[src/rtl/kmap_sweep_ctrl.sv]
// kmap_sweep_ctrl: walks a 4-input function unit through minterms 0..15.
// It holds each minterm on {a,b,c,d} for SETTLE cycles and then samples func_in
// into a 16-bit truth table. At the end it compares that table against the
// expected mask that was latched when start was accepted.
//
// state | meaning
// ------+---------------------------------------------------------------
// IDLE  | results held; a start here launches a sweep
// RUN   | minterm idx driven out, hold counts settle cycles, then sample
// DONE  | single-cycle done pulse; results are final; start ignored
module kmap_sweep_ctrl #(
    parameter int SETTLE = 1
) (
    input  logic        clk,
    input  logic        reset,
    input  logic        start,
    input  logic [15:0] expected,
    input  logic        func_in,
    output logic        a,
    output logic        b,
    output logic        c,
    output logic        d,
    output logic        busy,
    output logic        done,
    output logic [15:0] truth,
    output logic        match,
    output logic [4:0]  mismatch_count,
    output logic [3:0]  first_fail
);

    // Last value of the hold counter for a minterm. Sampling happens on that edge.
    localparam logic [3:0] HOLD_LAST = 4'(SETTLE - 1);

    typedef enum logic [1:0] {
        IDLE = 2'd0,
        RUN  = 2'd1,
        DONE = 2'd2
    } state_t;

    state_t      state_q, state_d;
    logic [3:0]  idx_q, idx_d;
    logic [3:0]  hold_q, hold_d;
    logic [15:0] exp_q, exp_d;
    logic [15:0] truth_q, truth_d;
    logic [4:0]  mm_q, mm_d;
    logic [3:0]  ff_q, ff_d;
    logic        match_q, match_d;
    logic        sample_fail;
    logic [4:0]  mm_inc;

    // Next-state and result-update logic for the sweep.
    always_comb begin
        state_d     = state_q;
        idx_d       = idx_q;
        hold_d      = hold_q;
        exp_d       = exp_q;
        truth_d     = truth_q;
        mm_d        = mm_q;
        ff_d        = ff_q;
        match_d     = match_q;
        sample_fail = 1'b0;
        mm_inc      = mm_q;

        case (state_q)
            IDLE: begin
                if (start) begin
                    state_d = RUN;
                    idx_d   = 4'd0;
                    hold_d  = 4'd0;
                    exp_d   = expected;
                    truth_d = 16'd0;
                    mm_d    = 5'd0;
                    ff_d    = 4'd0;
                    match_d = 1'b0;
                end
            end
            RUN: begin
                if (hold_q != HOLD_LAST) begin
                    hold_d = hold_q + 4'd1;
                end else begin
                    truth_d[idx_q] = func_in;
                    sample_fail    = (func_in != exp_q[idx_q]);
                    mm_inc         = mm_q + {4'd0, sample_fail};
                    mm_d           = mm_inc;
                    // A zero count before this sample means this sample is the first failure.
                    if (sample_fail && (mm_q == 5'd0)) begin
                        ff_d = idx_q;
                    end
                    hold_d = 4'd0;
                    if (idx_q == 4'd15) begin
                        state_d = DONE;
                        match_d = (mm_inc == 5'd0);
                    end else begin
                        idx_d = idx_q + 4'd1;
                    end
                end
            end
            DONE: begin
                state_d = IDLE;
                idx_d   = 4'd0;
            end
            default: begin
                state_d = IDLE;
            end
        endcase
    end

    // State and result registers. Reset is synchronous.
    always_ff @(posedge clk) begin
        if (reset) begin
            state_q <= IDLE;
            idx_q   <= 4'd0;
            hold_q  <= 4'd0;
            exp_q   <= 16'd0;
            truth_q <= 16'd0;
            mm_q    <= 5'd0;
            ff_q    <= 4'd0;
            match_q <= 1'b0;
        end else begin
            state_q <= state_d;
            idx_q   <= idx_d;
            hold_q  <= hold_d;
            exp_q   <= exp_d;
            truth_q <= truth_d;
            mm_q    <= mm_d;
            ff_q    <= ff_d;
            match_q <= match_d;
        end
    end

    assign {a, b, c, d}   = idx_q;
    assign busy           = (state_q == RUN);
    assign done           = (state_q == DONE);
    assign truth          = truth_q;
    assign match          = match_q;
    assign mismatch_count = mm_q;
    assign first_fail     = ff_q;

endmodule

[config.mk]
export PLATFORM = sky130hd
export DESIGN_NAME = kmap_sweep_ctrl
export DESIGN_NICKNAME = d
export VERILOG_FILES = /design/src/rtl/kmap_sweep_ctrl.sv
export SDC_FILE = /design/constraint.sdc
export NUM_CORES = 1
export LEC_CHECK = 0
export ABC_AREA = 1
export ABC_CLOCK_PERIOD_IN_PS = 3350
export CAP_MARGIN = 20
export CORE_ASPECT_RATIO = 1.4
export CORE_UTILIZATION = 55
export DETAILED_ROUTE_END_ITERATION = 8
export PLACE_DENSITY = 0.85
export REMOVE_ABC_BUFFERS = 1
export SETUP_SLACK_MARGIN = 0.4
export SYNTH_ARGS = -nofsm -noshare
export SYNTH_HDL_FRONTEND = slang
export SYNTH_SLANG_ARGS = --single-unit
[constraint.sdc]
create_clock -name clk -period 3.35 [get_ports clk]
set_clock_uncertainty 0.15 [all_clocks]
set_input_delay 0.67 -clock clk [delete_from_list [all_inputs] [get_ports clk]]
set_output_delay 0.67 -clock clk [all_outputs]
set_load 0.03 [all_outputs]
==> reports/metrics.yaml <==
cts_setup_buffers: 0
rows: 29
ys_top_cells_by_area: "sky130_fd_sc_hd__dfxtp_1 (40%), sky130_fd_sc_hd__nand2_1 (11%), sky130_fd_sc_hd__a21oi_1 (8.5%), sky130_fd_sc_hd__o21ai_0 (6.9%), sky130_fd_sc_hd__inv_1 (6.4%)"
yosys.area_share.xor_xnor_pct: 1.35
synthSimpleGateAreaFrac_pct: 25.2
ys_dominant_reg_cell: "sky130_fd_sc_hd__dfxtp_1"
finish.net_count: 437
dr.pass1.iters: 5
ys_types: 34
met2_wirelength_mm: 3.30
synth.largest_area_cell: "sky130_fd_sc_hd__dfxtp_1"
clock_pin_transition_on_the_worst_setup_and_hold_timing_paths_ns: 0.10
synth-compound-area-share_pct: 18.4
numCtsBuffers: 5
static_power_due_to_leakage_nw: 1.29
antennaDiodeCount: 0
adder_and_majority_gate_portion_of_the_synthesized_area_pct: 3.86
min-delay-path-class: "flip-flop to flip-flop"
hold_viol: 0
area_growth_pct: 24.7
grt_usage_pct: 27.4
setup_tns_ns: 0
initial_antenna_violation_count: 0
dieArea_um2: 5000
wl_met3_um: 241
start_util_pct: 57.2
final_replace_weighted_congestion: 0.832
clock_sinks: 52
cts_buffer_depth: 2
grt_start_max_net_pins: 34
worstSkewPairLatency_ns: 0.31
share_of_cells_above_drive_strength_1_pct: 6.83
final_common_cell: "sky130_fd_sc_hd__nand2_1"
routedLengthMet1_mm: 2.46
drv_cap: 0
synth_enable_flop_cells: 0
clock.fmax_mhz: 360
timing.final.crit_share_pct: 82.9
die_x_um: 60.0
peakVddDrop_mv: 0.304
num-fill-cells: 408
slew_worst_pin_ns: 0.700
rsz_0062_raised_after_global_routing: "no"
master_of_the_slowest_instance_on_the_critical_path: "sky130_fd_sc_hd__clkdlybuf4s50_1"
final_max_slew_viol_count: 0
final_standard_cell_area_without_fillers_um2: 3230
first_global_vias: 2484
place.port_buffers: 51
number_of_vias_after_detailed_routing: 2532
number_of_resized_instances_in_the_post_cts_repair_step: 0
total_power_w: 0.00138
final_routed_wire_length_divided_by_cell_count_um: 13.0
crit_chain: "inv_2 > nor2_8 > clkdlybuf4s50_1"
yosys_register_bits: 52
crit_path_end_kind: "output pin"
timing.max_slew.rel_slack_pct: 53.1
htreeDepth: 2
mostFrequentLayoutCells: "sky130_fd_sc_hd__nand2_1 (74), sky130_fd_sc_hd__dfxtp_1 (52), sky130_fd_sc_hd__clkdlybuf4s50_1 (51), sky130_fd_sc_hd__inv_1 (44), sky130_fd_sc_hd__a21oi_1 (44)"
drt_first_iter_violations: 128
critPathKind: "flip-flop to output pin"
syn_inst: 362
dpl-instance-area_um2: 3120
multi_input_comb_area_um2: 1270
detail_route.vias_per_cell: 5.36
fin_crit_ns: 2.78
synthesis.yosys.warnings: 0
timing.final.setup_violations: 0
postRouteWirelength_mm: 6.14
area_share_of_the_leading_cell_type_in_the_synthesized_netlist_pct: 40.1
synth_top_family_by_area: "simple AND/OR/NAND/NOR gates"
synth.area.mux_share_pct: 0
worstPathArrival_ns: 1.96
cp_data_required_time_ns: 2.53
grt_first_pass_wirelength_mm: 10.6
dp_hpwl_mm: 4.39
status: "complete, no violations"
cts.root.buffer_cell: "sky130_fd_sc_hd__clkbuf_8"
mappedNetlistArea_um2: 2590
post_synth.cell_area_avg_um2: 7.17
cts.hold.buffers_added: 0
die_ht_um: 83.3
final_core_utilization_pct: 71.3
synth.yosys.seq_area_share_pct: 40.1
pin_count: 52
cp_max_stage_delay_ns: 0.72
routed.top_layer: "met4"
critical_path.startpoint_type: "flip-flop"
drt_drc_violations_left: 0
cts_tree: "yes"
final_antenna_violating_net_count: 0
powerDensity_nw_per_um2: 428
gr-total-overflow: 0
worstPathMaxFanout: 17
register_area_um2: 1040
async_flop_share_pct: 0
coreArea_um2: 4540
## area by class of cell
cell class / instances / area share [%]
Clock inverter: 3 / 1.32
Sequential cell: 52 / 32.2
Multi-Input combinational cell: 244 / 39.2
Inverter: 52 / 6.31
Timing Repair Buffer: 54 / 16.5
Clock buffer: 5 / 2.13
Tap cell: 62 / 2.40
## report_power, final
part	internal, W	total, W	switching [W]
combinational	0.000109	0.000287	0.000178
sequential	0.000648	0.000666	0.0000184
clock	0.000221	0.000431	0.000209
## through the flow
| step | instances | setup WS [ns] | hold WS (ns) |
|---|---|---|---|
| floorplan | 348 | 0.810 | 0.281 |
| global placement | 464 | 0.700 | 0.291 |
| detailed placement | 464 | 0.659 | 0.297 |
| CTS | 472 | 0.570 | 0.312 |
| global route | 472 | 0.473 | 0.330 |
| finish | 472 | 0.572 | 0.308 |
## critical path: cells and delay by family, from the launching register on
family / cells / cell delay, ns
buffers and inverters: 2 / 0.92
flip-flops: 1 / 0.47
AND/OR/NAND/NOR: 1 / 0.26
## state kept, by name (all words and copies together) (netlist names)
register and flops:
state_q 2, idx_q 4, match 1, mismatch_count 5, exp_q 16, truth 16
first_fail 4, hold_q 4
## logic make-up after synthesis
| family | count (synthesis) |
|---|---|
| and+or+nand+nor | 142 |
| AOI/OAI and AO/OA | 90 |
| xor gates and xnor gates | 4 |
| DFF | 52 |
| buffers and inverters | 66 |
| adders and majority gates | 8 |
## cells in the mapped netlist (3+ instances only)
library cell and instances:
sky130_fd_sc_hd__ha_1 8, sky130_fd_sc_hd__xor2_1 4, sky130_fd_sc_hd__inv_2 4, sky130_fd_sc_hd__o21ai_0 36, sky130_fd_sc_hd__nand3_1 19, sky130_fd_sc_hd__inv_1 44, sky130_fd_sc_hd__nor3_1 3, sky130_fd_sc_hd__nand2_1 74
sky130_fd_sc_hd__buf_4 3, sky130_fd_sc_hd__clkbuf_1 8, sky130_fd_sc_hd__nand4_1 4, sky130_fd_sc_hd__a21oi_1 44, sky130_fd_sc_hd__nor2_1 31, sky130_fd_sc_hd__o22ai_1 3, sky130_fd_sc_hd__dfxtp_1 52
## per-layer routing
layer	GRT usage, %	vias to the layer above
met5	0	-
met4	11.0	0
met3	4.98	14
met2	47.7	77
met1	31.6	1179
li1	-	1262
## path summary, 6_finish.rpt
path	slack (ns)	startpoint	cells past startpoint	to
worst max-delay path	0.57	state_q[0]	3	busy
worst min-delay path	0.31	exp_q[1]	2	exp_q[1]
worst max register to register	0.71	idx_q[0]	14	match
worst min register to register	0.31	exp_q[1]	2	exp_q[1]
Note: power is estimated with default switching activity, not from simulation.
